[src/rtl/seg_pkg.sv]
// Shared constants and types for the four-digit seven-segment scan multiplexer.
// SEG_SCAN_LZ_BLANK_EN adds the leading-zero blanking helper.
package seg_pkg;

   localparam int unsigned SEG_DIGITS = 4;
   localparam logic [SEG_DIGITS-1:0] AN_ALL_OFF = 4'b1111;

   typedef logic [$clog2(SEG_DIGITS)-1:0] digit_idx_t;

`ifdef SEG_SCAN_LZ_BLANK_EN
   // Digit k >= 1 goes dark when it and every more significant nibble are zero.
   function automatic logic [SEG_DIGITS-1:0] lz_blank_mask(input logic [15:0] v);
      logic [SEG_DIGITS-1:0] m;
      m[0] = 1'b0;
      m[1] = (v[15:4] == 12'h000);
      m[2] = (v[15:8] == 8'h00);
      m[3] = (v[15:12] == 4'h0);
      return m;
   endfunction
`endif

endpackage

[src/rtl/seg_scan_tick.sv]
// Slot prescaler: free-running 0..REFRESH_DIV-1 counter, tick on the terminal count.
module seg_scan_tick #(
   parameter int unsigned REFRESH_DIV = 100000
) (
   input  logic clk,
   input  logic rst_n,
   output logic tick
);

   localparam int unsigned CntW = (REFRESH_DIV > 1) ? $clog2(REFRESH_DIV) : 1;
   localparam logic [CntW-1:0] CntMax = CntW'(REFRESH_DIV - 1);

   logic [CntW-1:0] cnt_q, cnt_d;

   always_comb begin
      tick  = (cnt_q == CntMax);
      cnt_d = tick ? '0 : cnt_q + CntW'(1);
   end

   always_ff @(posedge clk or negedge rst_n) begin
      if (!rst_n) begin
         cnt_q <= '0;
      end else begin
         cnt_q <= cnt_d;
      end
   end

endmodule

[src/rtl/seg_scan_mux.sv]
// Double-buffered four-digit scan multiplexer with registered anode/dp/nibble outputs.
// Define SEG_SCAN_LZ_BLANK_EN to also dark leading-zero digits.
module seg_scan_mux
   import seg_pkg::*;
#(
   parameter int unsigned REFRESH_DIV = 100000
) (
   input  logic                  clk,
   input  logic                  rst_n,
   input  logic                  ld,
   input  logic [15:0]           value,
   input  logic [SEG_DIGITS-1:0] dp_mask,
   input  logic [SEG_DIGITS-1:0] blank_mask,
   output logic [3:0]            digit_nib,
   output logic [SEG_DIGITS-1:0] an,
   output logic                  dp,
   output logic                  upd_pend,
   output logic                  frame_tick
);

   // Index parks on the last digit so the first tick after reset lights digit 0.
   localparam digit_idx_t IdxReset = digit_idx_t'(SEG_DIGITS - 1);

   logic tick;

   seg_scan_tick #(
      .REFRESH_DIV(REFRESH_DIV)
   ) u_tick (
      .clk  (clk),
      .rst_n(rst_n),
      .tick (tick)
   );

   digit_idx_t            idx_q, idx_d;
   logic [15:0]           act_val_q, act_val_d;
   logic [SEG_DIGITS-1:0] act_dp_q, act_dp_d;
   logic [SEG_DIGITS-1:0] act_blank_q, act_blank_d;
   logic [15:0]           pend_val_q, pend_val_d;
   logic [SEG_DIGITS-1:0] pend_dp_q, pend_dp_d;
   logic [SEG_DIGITS-1:0] pend_blank_q, pend_blank_d;
   logic                  upd_pend_q, upd_pend_d;
   logic [SEG_DIGITS-1:0] an_q, an_d;
   logic                  dp_q, dp_d;
   logic [3:0]            nib_q, nib_d;
   logic                  frame_tick_q, frame_tick_d;
   logic                  commit;
   logic [SEG_DIGITS-1:0] dark;

   always_comb begin
      idx_d        = idx_q;
      act_val_d    = act_val_q;
      act_dp_d     = act_dp_q;
      act_blank_d  = act_blank_q;
      pend_val_d   = pend_val_q;
      pend_dp_d    = pend_dp_q;
      pend_blank_d = pend_blank_q;
      upd_pend_d   = upd_pend_q;
      an_d         = an_q;
      dp_d         = dp_q;
      nib_d        = nib_q;
      dark         = '0;

      if (tick) begin
         idx_d = idx_q + digit_idx_t'(1);
      end
      commit = tick && (idx_d == '0);

      // A load landing on the commit tick bypasses the pending buffer.
      if (commit) begin
         upd_pend_d = 1'b0;
         if (ld) begin
            act_val_d   = value;
            act_dp_d    = dp_mask;
            act_blank_d = blank_mask;
         end else if (upd_pend_q) begin
            act_val_d   = pend_val_q;
            act_dp_d    = pend_dp_q;
            act_blank_d = pend_blank_q;
         end
      end else if (ld) begin
         pend_val_d   = value;
         pend_dp_d    = dp_mask;
         pend_blank_d = blank_mask;
         upd_pend_d   = 1'b1;
      end

      dark = act_blank_d;
`ifdef SEG_SCAN_LZ_BLANK_EN
      dark = dark | lz_blank_mask(act_val_d);
`endif

      if (tick) begin
         nib_d = act_val_d[{idx_d, 2'b00} +: 4];
         if (dark[idx_d]) begin
            an_d = AN_ALL_OFF;
            dp_d = 1'b1;
         end else begin
            an_d = ~(4'b0001 << idx_d);
            dp_d = ~act_dp_d[idx_d];
         end
      end

      frame_tick_d = commit;
   end

   always_ff @(posedge clk or negedge rst_n) begin
      if (!rst_n) begin
         idx_q        <= IdxReset;
         act_val_q    <= '0;
         act_dp_q     <= '0;
         act_blank_q  <= '0;
         pend_val_q   <= '0;
         pend_dp_q    <= '0;
         pend_blank_q <= '0;
         upd_pend_q   <= 1'b0;
         an_q         <= AN_ALL_OFF;
         dp_q         <= 1'b1;
         nib_q        <= '0;
         frame_tick_q <= 1'b0;
      end else begin
         idx_q        <= idx_d;
         act_val_q    <= act_val_d;
         act_dp_q     <= act_dp_d;
         act_blank_q  <= act_blank_d;
         pend_val_q   <= pend_val_d;
         pend_dp_q    <= pend_dp_d;
         pend_blank_q <= pend_blank_d;
         upd_pend_q   <= upd_pend_d;
         an_q         <= an_d;
         dp_q         <= dp_d;
         nib_q        <= nib_d;
         frame_tick_q <= frame_tick_d;
      end
   end

   assign an         = an_q;
   assign dp         = dp_q;
   assign digit_nib  = nib_q;
   assign upd_pend   = upd_pend_q;
   assign frame_tick = frame_tick_q;

endmodule
[config.mk]
export PLATFORM = sky130hd
export DESIGN_NAME = seg_scan_mux
export DESIGN_NICKNAME = d
export VERILOG_FILES = /design/src/rtl/seg_pkg.sv /design/src/rtl/seg_scan_tick.sv /design/src/rtl/seg_scan_mux.sv
export SDC_FILE = /design/constraint.sdc
export NUM_CORES = 1
export LEC_CHECK = 0
export BUFFER_PORTS_ARGS = -buffer_cell sky130_fd_sc_hd__buf_4
export CAP_MARGIN = 20
export CORE_MARGIN = 4
export CORE_UTILIZATION = 37
export DETAILED_ROUTE_END_ITERATION = 8
export HOLD_SLACK_MARGIN = 0.12
export SYNTH_ARGS = -nofsm -noshare
export SYNTH_HDL_FRONTEND = slang
export SYNTH_SLANG_ARGS = --single-unit
[constraint.sdc]
create_clock -name clk -period 3.2 [get_ports clk]
set_clock_uncertainty 0.2 [all_clocks]
set_input_delay 0.16 -clock clk [delete_from_list [all_inputs] [get_ports clk]]
set_output_delay 0.16 -clock clk [all_outputs]
set_load 0.03 [all_outputs]
Word level (Yosys, flattened, before mapping)
Index checks and enable logic that the tools add are counted.
{"block": "word_totals", "word_cells": 45, "out_inout_bits": 11, "ff_bits": 78}
{"block": "classes", "shift": 2, "addsub": 2, "reduce_logical": 4, "eq_ne": 1, "n_mux": 19, "bitwise_logic": 3, "n_lt_le_gt_ge": 1}
{"cell": "2-to-1 mux 16 bit", "count": 3}
{"cell": "2-to-1 mux 4 bit", "count": 7}
{"cell": "adder 17 x 1 -> 17 bit (second input constant)", "count": 1}
{"cell": "equality test 17 bit (second input constant)", "count": 1}
{"cell": "2-to-1 mux 17 bit", "count": 1}
{"cell": "indexed part select 16 x 5 -> 4 bit", "count": 1}
{"cell": "2-to-1 mux 1 bit", "count": 5}
{"cell": "binary-select mux 1 bit (select 2 bit)", "count": 2}
{"cell": "NOT 4 bit", "count": 1}
{"cell": "left shift 1 x 2 -> 4 bit (first input constant)", "count": 1}
{"cell": "less-than comparator 2 x 3 -> 1 bit (second input constant)", "count": 1}
{"cell": "adder 2 x 1 -> 2 bit (second input constant)", "count": 1}
{"cell": "logical NOT 2 bit", "count": 1}
{"cell": "2-to-1 mux 2 bit", "count": 1}
{"cell": "NOT 1 bit", "count": 2}
{"cell": "AND reduction 2 bit", "count": 1}
{"cell": "nonzero test 2 bit", "count": 1}
{"cell": "logical AND 1 bit", "count": 1}

Logic depth before layout (Yosys ltp)
{"block": "logic_depth", "word_depth": 9, "mapped_depth": 12, "ltp_nobuf": 9}

By module
From an unflattened synthesis, not the netlist that was laid out.
{"block": "hier_totals", "hier_cells": 355, "hier_area_um2": 3731.1}
{"mod": "seg_scan_mux", "area_per_inst_um2": 2937.8, "cells_per_inst": 281, "seq_area_each_um2": 1535.2, "n_inst": 1}
{"mod": "seg_scan_tick", "area_per_inst_um2": 793.3, "cells_per_inst": 74, "seq_area_each_um2": 425.4, "n_inst": 1}

Worst setup path after synthesis
No wires, ideal clock.
{"block": "synth_path", "path_type": "register to register", "from": "reg u_tick.cnt_q[0]", "to": "reg nib_q[3] (netlist: digit_nib[3])", "setup_time_ns": 0.134, "path_buffers": 3, "slack_ns": 0.905, "synth_period_minus_slack_ns": 2.295, "required_ns": 2.866, "stages_incl_launch_ff": 13, "t_arrival_ns": 1.961, "cell_sequence": "dfrtp_1 -> ha_1 -> and4_1 -> buf_4 -> and4_1 -> buf_4 -> nand2_4 -> inv_2 -> buf_6 -> o22ai_1 -> nor4_1 -> a211oi_2 -> o31ai_2"}
{"block": "synth_between", "elab_chain_len": 6}
{"element": "from (decl)", "line_no": "seg_scan_tick.sv:13", "text": "logic [CntW-1:0] cnt_q, cnt_d;"}
{"element": "from (signal assigned)", "line_no": "seg_scan_tick.sv:24", "text": "cnt_q <= cnt_d;"}
{"element": "equality test 17 bit *", "line_no": "seg_scan_tick.sv:16", "text": "tick = (cnt_q == CntMax);"}
{"element": "2-to-1 mux 2 bit", "line_no": "seg_scan_mux.sv:63", "text": "if (tick) begin"}
{"element": "logical NOT 2 bit", "line_no": "seg_scan_mux.sv:66", "text": "commit = tick && (idx_d == '0);"}
{"element": "logical AND 1 bit", "line_no": "seg_scan_mux.sv:66"}
{"element": "2-to-1 mux 16 bit", "line_no": "seg_scan_mux.sv:69", "text": "if (commit) begin"}
{"element": "indexed part select 16 x 5 -> 4 bit", "line_no": "seg_scan_mux.sv:93", "text": "nib_d = act_val_d[{idx_d, 2'b00} +: 4];"}
{"element": "to (signal assigned)", "line_no": "seg_scan_mux.sv:131", "text": "nib_q <= nib_d;"}
{"element": "to (decl)", "line_no": "seg_scan_mux.sv:44", "text": "logic [3:0] nib_q, nib_d;"}
Mark *: on every way between the ends. The rest lies on a longest branch, timed or not.
A chain may end at the register's enable or synchronous reset.

Worst setup path in the final report
{"block": "layout_path", "from": "reg u_tick.cnt_q[0]", "to": "reg nib_q[2] (netlist: digit_nib[2])"}
{"block": "layout_between", "elab_chain_len": 6}
{"element": "equality test 17 bit *", "line_no": "seg_scan_tick.sv:16"}
{"element": "2-to-1 mux 2 bit", "line_no": "seg_scan_mux.sv:63"}
{"element": "logical NOT 2 bit", "line_no": "seg_scan_mux.sv:66"}
{"element": "logical AND 1 bit *", "line_no": "seg_scan_mux.sv:66"}
{"element": "2-to-1 mux 16 bit *", "line_no": "seg_scan_mux.sv:69"}
{"element": "net act_val_d[2]", "line_no": "seg_scan_mux.sv:35", "text": "logic [15:0] act_val_q, act_val_d;"}
{"element": "indexed part select 16 x 5 -> 4 bit *", "line_no": "seg_scan_mux.sv:93"}
The timed path passes the listed nets; every way through them passes the cells marked *.

==> run metrics <==
Max Clk Rate 355 MHz; vias per std cell 5.43; Post-Synth Adder-Cell Area 0.00324; die height 110 um; share of cells above drive strength 1 0.246; Yosys top cell by area dfrtp_1; nets@finish 450; max-slew violations 0; Worst setup EP type flop; DR vias 3058; crit path kind reg2reg; simple-gate share of the synthesized area 0.163; PD cells 439 nW/um^2; clock root buffer clkbuf_8; Synthesized Nets 391; CP delay by family, top simple AND/OR/NAND/NOR gates; cell area after synthesis ~3900 sq um; post-detail-place hpwl 6.16 mm; largest family of logic cells by synthesized area compound AO/OA/AOI/OAI gates; total gr overflow 0; fin util 0.464; crit share post-route 0.879; slowest library cell on the worst path nand4_1; DIE WIDTH 110 um; crit path launch type flop; Site Rows 37; I/O Buffers 37; Relative slew margins 0.480; Setup TNS 0 ns; Max VDD drop ~0.21 mV; WL final 9.54 mm; Post-synth EDFFs 0; area of the multi-input gates 1730 sq um; Seq/Total Area, Yosys 0.508; Routed WL per cell 16.9 um; Post-Syn Instances 363; count of final hold-check violations 0; Clock Latency Late Sink 0.35 ns; number of remaining DRC errors 0; wl on met1 4.18 mm; highest-count cells in the layout ignoring fill and taps 71 x dfrtp_1, 44 x buf_4, 35 x nor2_1; vias in the first global route 3176; Reg clk slew, reported paths 0.08 ns; crit path max fanout 10; Area contributors post-synth dfrtp_1 46%, mux2_2 6.7%, dfstp_2 4.8%; Die ar. 12100 sq um; Detail Route met2 WL between 4 and 5 mm; Post-DRT Antenna Nets 0; core area approximately 10000 sq um; crit path buf inv count 1; Worst EP arrival 2.85 ns; Netlist cell types 61; Syn Area/Cell about 11 sq um; Sink Count between 70 and 80; Post-synth top flop dfrtp_1; final setup vio count 0; TritonCTS clock tree done; area delta synth->final 23.2%; min Tclk post-route about 2.8 ns; XOR/XNOR Fraction of Synth Area 0.0341; num ports 38; DRT Pass-1 Iters 4; number of max-cap violations 0; synth warn 0; htree depth 3; status finished, final reports clean; first-pass GRT wire length approximately 16 mm; Hold WS between 0.1 and 0.15 ns; LEAKAGE 2.03 nW; post-synth top area share 0.461; Met3 Routed Length between 400 and 500 um; crit path cell chain ha_1 > and4_1 > nand4_1 > buf_4 > o31ai_1 > o21ai_1 > a21o_1 > o22ai_1 > a21oi_1; top routing layer used met4; crit-path max cell delay 0.45 ns; post-synthesis register bit count 78; CP Data Required Time 3.24 ns; initial antenna violation count 0; commonest non-fill, non-tap cell in the layout dfrtp_1; unrepaired setup endpoints after global routing no; Total Routing Usage GR 0.170; Least-Margin Pin Slew approximately 0.8 ns; total CTS buffers 9; effective utilization at floorplan 0.377; reg-to-reg slack, setup 0.39 ns; GP Congestion 0.854; pin count of the biggest net entering global routing 79; DR iter-0 viols between 150 and 200; asr flop ratio synth 1.00; Hold Path Class in2async; mux share of post-synthesis cell area 0.0834; diodes inserted 0; Synth Area in Compound Gates 0.165; fillers 951; Register Area 1960 sq um; clk buf depth 2
cell type report:
cell class	count	share of cell area
clock buffer	11	0.0298
clock inverter	5	0.0224
inverter	9	0.00711
multi-input combinational	253	0.364
sequential	78	0.413
tap	136	0.0358
timing repair buffer	71	0.129
report_power, final:
group,leakage [nW],switching (mW),internal (mW)
Combinational,0.944,0.0645,0.0839
Clock,0.120,0.362,0.541
Sequential,0.962,0.0159,1.02
Total,2.03,0.442,1.64
synth_stat cells (all sizes together), types with 3 or more instances:
cell type  count
inv            8
o22a           4
a211oi         5
and2           4
nor2          36
nand3b         6
a41oi          3
xnor2         10
a22oi          4
nand2b         8
mux2i          4
mux2          23
nor4           3
dfstp          7
nand2         20
and4bb         3
o22ai         26
nand3          7
clkbuf         8
xor2           5
nand4          5
buf           15
and4           3
a21oi         26
dfrtp         71
o21ai         11
nor3          11
what timing repair did:
item | in CTS | in global routing
gates resized for setup | 0 | 0
setup endpoints to repair | 0 | 0
setup buffers | 0 | 0
hold buffers | 26 | 0
hold endpoints to repair | 123 | 0
per-stage QoR:
step	instances	area (sq um)	total power [mW]	worst slack, ns
final	563	4750	2.09	0.387
after global routing	563	4750	2.18	0.114
after CTS	562	4730	2.11	0.398
after detailed placement	520	4220	1.18	0.410
after global placement	520	4220	1.17	0.445
after floorplan	363	3860	1.11	0.905
final timing paths:
kind | start | to | cells past startpoint
setup / recovery | u_tick.cnt_q[0] | digit_nib[2] | 9
hold / removal | rst_n | pend_val_q[10] | 2
setup reg to reg | u_tick.cnt_q[0] | digit_nib[2] | 9
hold reg to reg | u_tick.cnt_q[0] | u_tick.cnt_q[0] | 1
max in group asynchronous | rst_n | dp | 3
min in group clk | u_tick.cnt_q[0] | u_tick.cnt_q[0] | 1
sequential cells by signal (all words and copies together) (netlist names):
signal        count
pend_val_q       16
act_val_q        16
pend_blank_q      4
dp                1
upd_pend          1
act_blank_q       4
idx_q             2
frame_tick        1
an                4
pend_dp_q         4
digit_nib         4
act_dp_q          4
u_tick.cnt_q     17
cells by family after synthesis:
| group | count (synthesis) |
|---|---|
| flops | 78 |
| compound gates | 95 |
| fa+ha+maj | 1 |
| mux | 28 |
| simple gates | 114 |
| buf+inv | 32 |
| xor+xnor | 15 |
layer usage:
metal,vias to the layer above,global-route usage
li1,1450,-
met1,1529,0.228
met2,67,0.272
met3,12,0.0402
met4,0,0.0528
met5,-,0
(Power assumes the default switching activity.)
